File: config.mk
export PLATFORM = sky130hd
export DESIGN_NAME = ysyx_23060203_wbu_csr
export DESIGN_NICKNAME = d
export VERILOG_FILES = /design/src/rtl/ysyx_23060203_wbu_csr.sv
export SDC_FILE = /design/constraint.sdc
export NUM_CORES = 1
export LEC_CHECK = 0
export ABC_AREA = 1
export CORE_ASPECT_RATIO = 1.4
export CORE_MARGIN = 10
export CORE_UTILIZATION = 40
export CTS_BUF_LIST = sky130_fd_sc_hd__clkbuf_16
export DETAILED_ROUTE_END_ITERATION = 10
export PLACE_DENSITY_LB_ADDON = 0.08
export SLEW_MARGIN = 30
export SYNTH_ARGS = -nofsm -noshare
export SYNTH_HDL_FRONTEND = slang
export SYNTH_SLANG_ARGS = --single-unit
File: constraint.sdc
create_clock -name clock -period 2.4 [get_ports clock]
set_input_delay 0.48 -clock clock [delete_from_list [all_inputs] [get_ports clock]]
set_output_delay 0.48 -clock clock [all_outputs]
set_load 0.01 [all_outputs]
File: src/rtl/ysyx_23060203_wbu_csr.sv
// Write-back unit with machine-mode CSR file: commits GPR writes, handles
// ecall/mret/csrw/fence.i redirects and keeps the mcycle/minstret counters.
module ysyx_23060203_wbu_csr (
  input  logic        clock,
  input  logic        reset,
  input  logic        in_valid,
  output logic        in_ready,
  input  logic [31:0] in_pc,
  input  logic [4:0]  in_gpr_waddr,
  input  logic [31:0] in_gpr_wdata,
  input  logic        in_csr_wen,
  input  logic [11:0] in_csr_waddr,
  input  logic [31:0] in_csr_wdata,
  input  logic        in_exc,
  input  logic        in_ret,
  input  logic        in_fencei,
  output logic        gpr_wen,
  output logic [4:0]  gpr_waddr,
  output logic [31:0] gpr_wdata,
  input  logic [11:0] csr_raddr,
  output logic [31:0] csr_rdata,
  output logic        flush,
  output logic [31:0] redirect_pc,
  output logic        icache_inv
);

  localparam logic [11:0] ADDR_MSTATUS   = 12'h300;
  localparam logic [11:0] ADDR_MTVEC     = 12'h305;
  localparam logic [11:0] ADDR_MEPC      = 12'h341;
  localparam logic [11:0] ADDR_MCAUSE    = 12'h342;
  localparam logic [11:0] ADDR_MCYCLE    = 12'hB00;
  localparam logic [11:0] ADDR_MCYCLEH   = 12'hB80;
  localparam logic [11:0] ADDR_MINSTRET  = 12'hB02;
  localparam logic [11:0] ADDR_MINSTRETH = 12'hB82;
  localparam logic [11:0] ADDR_MVENDORID = 12'hF11;
  localparam logic [11:0] ADDR_MARCHID   = 12'hF12;

  localparam logic [31:0] MVENDORID_VAL  = 32'h7973_7978;
  localparam logic [31:0] MARCHID_VAL    = 32'h015F_DF0B;
  localparam logic [31:0] CAUSE_ECALL_M  = 32'd11;

  logic        mstatus_mie;
  logic        mstatus_mpie;
  logic [31:0] mstatus_val;
  logic [31:0] mtvec;
  logic [31:0] mepc;
  logic [31:0] mcause;
  logic [63:0] mcycle;
  logic [63:0] minstret;
  logic [63:0] mcycle_next;
  logic [63:0] minstret_next;

  logic        commit;
  logic        do_exc;
  logic        do_ret;
  logic        do_low;
  logic        do_csr;
  logic        do_fence;
  logic [31:0] pc_plus4;

  logic        wr_mstatus;
  logic        wr_mtvec;
  logic        wr_mepc;
  logic        wr_mcause;
  logic        wr_mcycle;
  logic        wr_mcycleh;
  logic        wr_minstret;
  logic        wr_minstreth;

  logic        flush_next;
  logic        icache_inv_next;
  logic [31:0] redirect_next;

  assign in_ready = 1'b1;

  // A commit is dropped entirely while the previous redirect is flushing the pipe.
  assign commit   = in_valid & ~flush & ~reset;
  assign do_exc   = commit & in_exc;
  assign do_ret   = commit & ~in_exc & in_ret;
  assign do_low   = commit & ~in_exc & ~in_ret;
  assign do_csr   = do_low & in_csr_wen;
  assign do_fence = do_low & in_fencei;
  assign pc_plus4 = in_pc + 32'd4;

  assign gpr_wen   = commit & ~in_exc & (in_gpr_waddr != 5'd0);
  assign gpr_waddr = in_gpr_waddr;
  assign gpr_wdata = in_gpr_wdata;

  assign wr_mstatus   = do_csr & (in_csr_waddr == ADDR_MSTATUS);
  assign wr_mtvec     = do_csr & (in_csr_waddr == ADDR_MTVEC);
  assign wr_mepc      = do_csr & (in_csr_waddr == ADDR_MEPC);
  assign wr_mcause    = do_csr & (in_csr_waddr == ADDR_MCAUSE);
  assign wr_mcycle    = do_csr & (in_csr_waddr == ADDR_MCYCLE);
  assign wr_mcycleh   = do_csr & (in_csr_waddr == ADDR_MCYCLEH);
  assign wr_minstret  = do_csr & (in_csr_waddr == ADDR_MINSTRET);
  assign wr_minstreth = do_csr & (in_csr_waddr == ADDR_MINSTRETH);

  // MPP is hardwired to machine mode, so only MIE and MPIE need storage.
  assign mstatus_val = {19'd0, 2'b11, 3'd0, mstatus_mpie, 3'd0, mstatus_mie, 3'd0};

  always_comb begin
    mcycle_next = mcycle + 64'd1;
    if (wr_mcycle) begin
      mcycle_next = {mcycle[63:32], in_csr_wdata};
    end else if (wr_mcycleh) begin
      mcycle_next = {in_csr_wdata, mcycle[31:0]};
    end
  end

  always_comb begin
    minstret_next = commit ? (minstret + 64'd1) : minstret;
    if (wr_minstret) begin
      minstret_next = {minstret[63:32], in_csr_wdata};
    end else if (wr_minstreth) begin
      minstret_next = {in_csr_wdata, minstret[31:0]};
    end
  end

  always_ff @(posedge clock) begin
    if (reset) begin
      mstatus_mie  <= 1'b0;
      mstatus_mpie <= 1'b0;
      mtvec        <= 32'd0;
      mepc         <= 32'd0;
      mcause       <= 32'd0;
      mcycle       <= 64'd0;
      minstret     <= 64'd0;
    end else begin
      mcycle   <= mcycle_next;
      minstret <= minstret_next;
      if (do_exc) begin
        mepc         <= in_pc;
        mcause       <= CAUSE_ECALL_M;
        mstatus_mpie <= mstatus_mie;
        mstatus_mie  <= 1'b0;
      end else if (do_ret) begin
        mstatus_mie  <= mstatus_mpie;
        mstatus_mpie <= 1'b1;
      end else begin
        if (wr_mstatus) begin
          mstatus_mie  <= in_csr_wdata[3];
          mstatus_mpie <= in_csr_wdata[7];
        end
        if (wr_mtvec) begin
          mtvec <= in_csr_wdata;
        end
        if (wr_mepc) begin
          mepc <= in_csr_wdata;
        end
        if (wr_mcause) begin
          mcause <= in_csr_wdata;
        end
      end
    end
  end

  // Trap targets use the CSR values before this commit's own update.
  always_comb begin
    flush_next      = do_exc | do_ret | do_csr | do_fence;
    icache_inv_next = do_fence;
    redirect_next   = 32'd0;
    if (do_exc) begin
      redirect_next = mtvec;
    end else if (do_ret) begin
      redirect_next = mepc;
    end else if (do_csr | do_fence) begin
      redirect_next = pc_plus4;
    end
  end

  always_ff @(posedge clock) begin
    if (reset) begin
      flush       <= 1'b0;
      icache_inv  <= 1'b0;
      redirect_pc <= 32'd0;
    end else begin
      flush       <= flush_next;
      icache_inv  <= icache_inv_next;
      redirect_pc <= redirect_next;
    end
  end

  always_comb begin
    csr_rdata = 32'd0;
    case (csr_raddr)
      ADDR_MSTATUS:   csr_rdata = mstatus_val;
      ADDR_MTVEC:     csr_rdata = mtvec;
      ADDR_MEPC:      csr_rdata = mepc;
      ADDR_MCAUSE:    csr_rdata = mcause;
      ADDR_MCYCLE:    csr_rdata = mcycle[31:0];
      ADDR_MCYCLEH:   csr_rdata = mcycle[63:32];
      ADDR_MINSTRET:  csr_rdata = minstret[31:0];
      ADDR_MINSTRETH: csr_rdata = minstret[63:32];
      ADDR_MVENDORID: csr_rdata = MVENDORID_VAL;
      ADDR_MARCHID:   csr_rdata = MARCHID_VAL;
      default:        csr_rdata = 32'd0;
    endcase
  end

endmodule

==> results of run 1 <==
[how the worst min path moves through the flow]
stage,from,endpoint,slack (ns),cells past startpoint
after global placement,mtvec[5],mtvec[5],0.45,2
after CTS,reset,icache_inv,0.33,5
after detailed placement,mtvec[3],mtvec[3],0.45,2
after floorplan,mtvec[12],mtvec[12],0.45,2
after global routing,reset,icache_inv,0.36,5
final,reset,icache_inv,0.34,5
[critical path: stages]
cell and delay (ns):
buf_6 0.10, inv_4 0.05, nand2_4 0.05, buf_4 0.15
nor2_4 0.18, buf_4 0.15, nand3_4 0.11, inv_4 0.11
buf_12 0.13, nand2_1 0.05, o21ai_1 0.09, buf_4 0.13
nor2_1 0.03, nand2_1 0.14, buf_2 0.16
[synthesized netlist by cell type, types with 2 or more instances]
library cell  instances
a211oi_1             29
a21oi_1             135
a22oi_1              13
a31oi_1               4
buf_2                48
buf_4                41
clkbuf_1             71
clkinv_1              3
dfxtp_1             260
ha_1                  3
inv_1               384
inv_2                 7
nand2_1            1004
nand2_2               2
nand3_1             161
nand3_2               2
nand3b_1              5
nand4_1              70
nor2_1              462
nor2_2                6
nor3_1               21
nor3_2                2
nor4_1                4
o211ai_1              9
o21ai_0             196
o21ai_1              17
o221ai_1              9
o22ai_1              50
o2bb2ai_1             2
or2_2                 3
xnor2_1               7
xor2_1               68
[registers in the layout, indices dropped and copies added, names as in the netlist, 32 cells and up]
register / cells
mcause: 32
mcycle: 64
redirect_pc: 32
mepc: 32
minstret: 64
mtvec: 32
[metal layers]
metal	track usage, %	share of wire [%]	up-vias
met5	0	0	-
met4	21.07	7.8	0
met3	5.473	7.2	278
met2	58.33	48	1080
met1	38.00	37	10389
li1	-	-	10486
[timing repair]
| item | 4_1_cts | 5_1_grt |
|---|---|---|
| pin swaps | 33 | 33 |
| gates cloned | 3 | 5 |
| resized for setup | 313 | 123 |
| endpoints found under the setup margin | 33 | 40 |
| buffers inserted | 16 | 10 |
[stage by stage]
stage / cell area [sq um] / util (%) / TNS [ns]
floorplan: 17880 / - / 0
global placement: 21880 / 49.53 / -36.64
detailed placement: 21880 / 49.53 / -42.58
CTS: 23480 / 53.15 / -5.271
global route: 24090 / 54.53 / -5.354
finish: 24090 / 54.54 / -4.001
[kinds of logic (layout without fill, tap and decap cells)]
group,count (synthesis),count (layout),synth area share [%]
AO/OA/AOI/OAI,468,468,14.49
XOR/XNOR,75,75,3.674
adder cells (fa/ha/maj),3,3,0.2100
buffers and inverters,555,908,12.85
flip-flops,260,260,29.11
other,1,2,0.02098
AND/OR/NAND/NOR,1747,1747,39.64
[where the power goes]
| group | switching, uW | internal, uW |
|---|---|---|
| Sequential | 39.5 | 4360 |
| Combinational | 633 | 392 |
| Clock | 2140 | 3090 |
| Total | 2820 | 7850 |
[cell type report]
type                       instances  area [sq um]  share of cell area (%)
inverter                         394          1513                   6.279
clock buffer                      31         775.7                   3.220
sequential                       260          5205                   21.60
multi-input combinational       2294         11040                   45.81
antenna                            1         2.502                 0.01039
tap                              558         698.2                   2.898
clock inverter                    24         311.5                   1.293
timing repair buffer             459          4549                   18.88
==> flow_summary_export.csv, run 1 <==
group,metric,value,unit
outcome,status,"finished, violations left",
outcome,violations,"setup timing",
die,die_width,198.7,um
placed_design,io_buffers,171,
synthesis,synth_edf_count,0,
grt,grt_max_degree,132,
critical_path,r2r_end,"mcycle[40]",
synthesis,synth_area_per_cell,5.751,sq um
layout,layout.cells.non_filler,4021,
layout,area_growth,34.76,%
die,die-height,270.2,um
synthesis,syn_area,17880,sq um
critical_path,reg2reg_depth,10,
die,rows,91,
clocking,cts_buffers,30,
placed_design,hpwl,73.60,mm
sta,rsz0062_at_grt,"true",
sta,skew,0.01436,ns
clocking,cts.clk_slew.worst_paths,0.06,ns
die,ios,237,
layout,n_fill_cell,4516,
pwr,ir_worst_vdd,0.5761,mV
placed_design,place.gp.congestion,1.048,
layout,final_common_cell,"nand2_1",
sta,hold_viol_final,0,
clocking,ctsHoldBuffers,0,
clocking,clock-sinks,260,
clocking,clk_path_buf_depth,3,
clocking,cts-root-buf,"clkbuf_16",
synthesis,ys_dominant_reg_cell,"dfxtp_1",
drt,routed_via_density,5.529,
pwr,p_total,10670,uW
synthesis,synth_seq_area_share,29.11,%
clocking,htreeDepth,1,
sta,fin_ws,-0.2083,ns
grt,antenna_found_initial,0,
pwr,p_leak,0.009817,uW
drt,dr.pass1.iters,6,
drt,routed_wl,95.56,mm
drt,drc,0,
critical_path,startpoint_type,"primary input",
hold_path,hold_class,"primary input to flop",
synthesis,synthArstFlopShare,0,%
synthesis,synth_top_area_share,29.11,%
sta,setup_violations,32,
placed_design,pre_cts_ws,-1.061,ns
die,core_area,44180,sq um
critical_path,path_max_fanout,8,
critical_path,crit-reg2reg-launch,"mcycle[16]",
drt,drt_first_iter_violations,2190,
synthesis,synth.net_count,3244,
critical_path,reg2reg_setup_slack,0.02,ns
critical_path,crit_arrival,2.13,ns
drt,post_drt_wl_per_cell,23.76,um
sta,fin_crit_sh,108.7,%
grt,grt_overflow_total,0,
critical_path,cp_data_required_time,1.92,ns
synthesis,synth_area_leaders,"dfxtp_1, nand2_1, nor2_1, inv_1, o21ai_0",
placed_design,dp_cells,3935,
synthesis,ys_ff_latch,260,
critical_path,crit_start,"csr_raddr[2]",
die,die_area,53670,sq um
synthesis,synthCells,3109,
pwr,p_per_area,442.8,nW/um^2
synthesis,synth.largest_area_cell,"dfxtp_1",
drt,ant_nets,0,
grt,grt_use_total,33.88,%
sta,tightest_slew,0.8285,ns
critical_path,endpoint,"csr_rdata[16]",
sta,slew_violations,0,
critical_path,worstSetupPathType,"primary input to output port",
layout,fin_nets,3574,
sta,fmax,383.4,MHz
synthesis,yosys_warnings,0,
sta,slew_headroom,44.77,%
layout,final_cell_mix,"nand2_1, nor2_1, inv_1, dfxtp_1, buf_4",
grt,grt_pass1_vias,21502,
sta,hold_ws,0.3403,ns
job,maxCapViolCount,0,
grt,grt_pass1_wl,136.4,mm
synthesis,ys_types,43,
critical_path,cp-end-kind,"output port",
layout,layout-drive-gt1-share,15.34,%
drt,vias,22233,
clocking,clock_latency,0.61,ns
sta,min_period,2.608,ns
die,start_util,40.47,%
clocking,cts_tree,"yes",
(Power assumes the default switching activity.)
==> run 2: changes to the inputs <==
Settings changed: CELL_PAD_IN_SITES_DETAIL_PLACEMENT set to 0, CELL_PAD_IN_SITES_GLOBAL_PLACEMENT set to 1, CORE_UTILIZATION 40 to 38.
==> run 2 against run 1 <==
  * The run still ends with setup timing left
  * Utilization decreased by 2.7 points
  * Maximum frequency rose by 0.15%
  * Sequential power is essentially flat
  * Sequential cell count unchanged
  * Worst hold slack improved by 0.011 ns
  * Sequential share of layout area down 0.16 points
  * Routed wire length is 4.3% higher
  * Cell count is 2.5% higher
  * Clock skew up 0.0068 ns
  * Clock power down 10%
  * Register-to-register slack improved by 0.11 ns
  * Combinational power about the same
==> flow_summary_export.csv, run 2 (synthesis gave the netlist of run 1 again) <==
group,metric,value,unit
critical_path,reg2reg_setup_slack,0.13,ns
layout,fin_nets,3609,
critical_path,startpoint_type,"primary input",
sta,slew_violations,0,
die,die_width,203.3,um
clocking,cts_tree,"yes",
grt,grt_use_total,33.79,%
critical_path,crit_chain,"buf_6, inv_4, buf_6, nand4_1, nor2_1, buf_4, clkinvlp_4, buf_12, buf_8, o21ai_2, nor2_1, nand3_1, buf_2",
layout,diodes,0,
grt,grt_pass1_wl,142.2,mm
sta,slew_headroom,34.95,%
layout,largestRegisters,"mcycle x64, minstret x64",
placed_design,place.gp.congestion,1.029,
sta,tightest_slew,0.9758,ns
hold_path,hold_class,"primary input to flop",
layout,area_growth,35.78,%
sta,fin_ws,-0.2045,ns
drt,routed_wl,99.62,mm
sta,rsz0062_at_grt,"true",
critical_path,critPathTopFamily,"buffers and inverters",
critical_path,crit_cells,13,
critical_path,path_max_fanout,5,
clocking,cts.clk_slew.worst_paths,0.07,ns
clocking,clock_latency,0.60,ns
critical_path,r2r_end,"mcycle[34]",
outcome,status,"finished, violations left",
clocking,clock-sinks,260,
die,die-height,276.6,um
critical_path,endpoint,"csr_rdata[3]",
pwr,ir_worst_vdd,0.5195,mV
job,maxCapViolCount,0,
critical_path,reg2reg_depth,11,
placed_design,io_buffers,171,
critical_path,cp_data_required_time,1.92,ns
outcome,violations,"setup timing",
layout,final_cell_mix,"nand2_1, nor2_1, inv_1, dfxtp_1, buf_4",
critical_path,crit-reg2reg-launch,"mcycle[1]",
critical_path,max_stage_delay,0.20,ns
grt,grt_overflow_total,0,
die,rows,94,
die,start_util,38.19,%
placed_design,hpwl,78.74,mm
layout,final_common_cell,"nand2_1",
drt,drc,0,
clocking,htreeDepth,1,
critical_path,crit_arrival,2.12,ns
layout,layout.cells.non_filler,4121,
grt,grt_pass1_vias,21717,
sta,fin_crit_sh,108.5,%
grt,antenna_found_initial,1,
drt,vias,22473,
drt,routed_via_density,5.453,
pwr,p_per_area,417.5,nW/um^2
critical_path,cp-end-kind,"output port",
grt,grt_max_degree,76,
clocking,clk_path_buf_depth,3,
die,core_area,46810,sq um
critical_path,crit_start,"csr_raddr[5]",
sta,setup_violations,32,
drt,ant_nets,0,
clocking,cts_buffers,30,
sta,min_period,2.604,ns
sta,hold_viol_final,0,
die,die_area,56250,sq um
die,ios,237,
placed_design,placed_area,22230,sq um
pwr,p_leak,0.009878,uW
layout,layout-drive-gt1-share,15.44,%
critical_path,slowest_stage,"buf_12",
pwr,p_total,10130,uW
sta,skew,0.02114,ns
drt,post_drt_wl_per_cell,24.17,um
placed_design,dp_cells,4034,
sta,hold_ws,0.3515,ns
sta,fmax,384.0,MHz
drt,dr.pass1.iters,6,
layout,final_area,24270,sq um
drt,drt_first_iter_violations,2010,
critical_path,critPathBufInv,8,
critical_path,worstSetupPathType,"primary input to output port",
clocking,cts-root-buf,"clkbuf_16",
-- run 2: what timing repair did --
| item | 4_1_cts | 5_1_grt |
|---|---|---|
| resized for setup | 326 | 80 |
| hold buffers | 0 | 0 |
| setup buffers | 24 | 9 |
| endpoints found under the setup margin | 33 | 44 |
| endpoints found under the hold margin | 0 | 0 |
| pin swaps | 43 | 34 |
| cloned | 6 | 1 |
-- run 2: final cells by class --
class	instances	area (sq um)
Fill cell	4990	22540
Inverter	394	1505
Timing Repair Buffer	494	4833
Sequential cell	260	5205
Multi-Input combinational cell	2294	11000
Tap cell	624	780.7
Clock inverter	25	201.4
Clock buffer	30	750.7
-- run 2: how the worst min path moves through the flow --
stage | slack (ns) | cells after the start | startpoint | endpoint
after floorplan | 0.45 | 2 | mtvec[12] | mtvec[12]
after global placement | 0.45 | 2 | mtvec[3] | mtvec[3]
after detailed placement | 0.46 | 2 | mtvec[8] | mtvec[8]
after CTS | 0.33 | 5 | reset | icache_inv
after global routing | 0.37 | 5 | reset | icache_inv
final | 0.35 | 5 | reset | icache_inv
-- run 2: worst min-delay path, delay by kind of cell --
kind          cells  cell delay, ns
buf+inv           2            0.26
simple gates      3            0.17
-- run 2: routing by layer --
metal	vias up	track usage (%)	share of wire (%)
met5	-	0	0
met4	0	23.41	7.7
met3	292	5.478	6.8
met2	1077	58.96	49
met1	10548	36.56	36
li1	10556	-	-
-- run 2: report_power, final --
group	total [uW]	internal [uW]	switching [uW]
logic	1050	402	643
registers	4400	4360	37.8
clock network	4690	2590	2100
total	10100	7350	2780
-- run 2: per-stage QoR --
| stage | utilization [%] | worst slack [ns] | setup TNS [ns] |
|---|---|---|---|
| final | 51.86 | -0.2045 | -4.441 |
| after global routing | 51.86 | -0.2450 | -5.838 |
| after CTS | 51.05 | -0.2241 | -4.347 |
| after detailed placement | 47.48 | -1.063 | -48.52 |
| after global placement | 47.48 | -1.097 | -41.61 |
| after floorplan | - | 0.1488 | 0 |
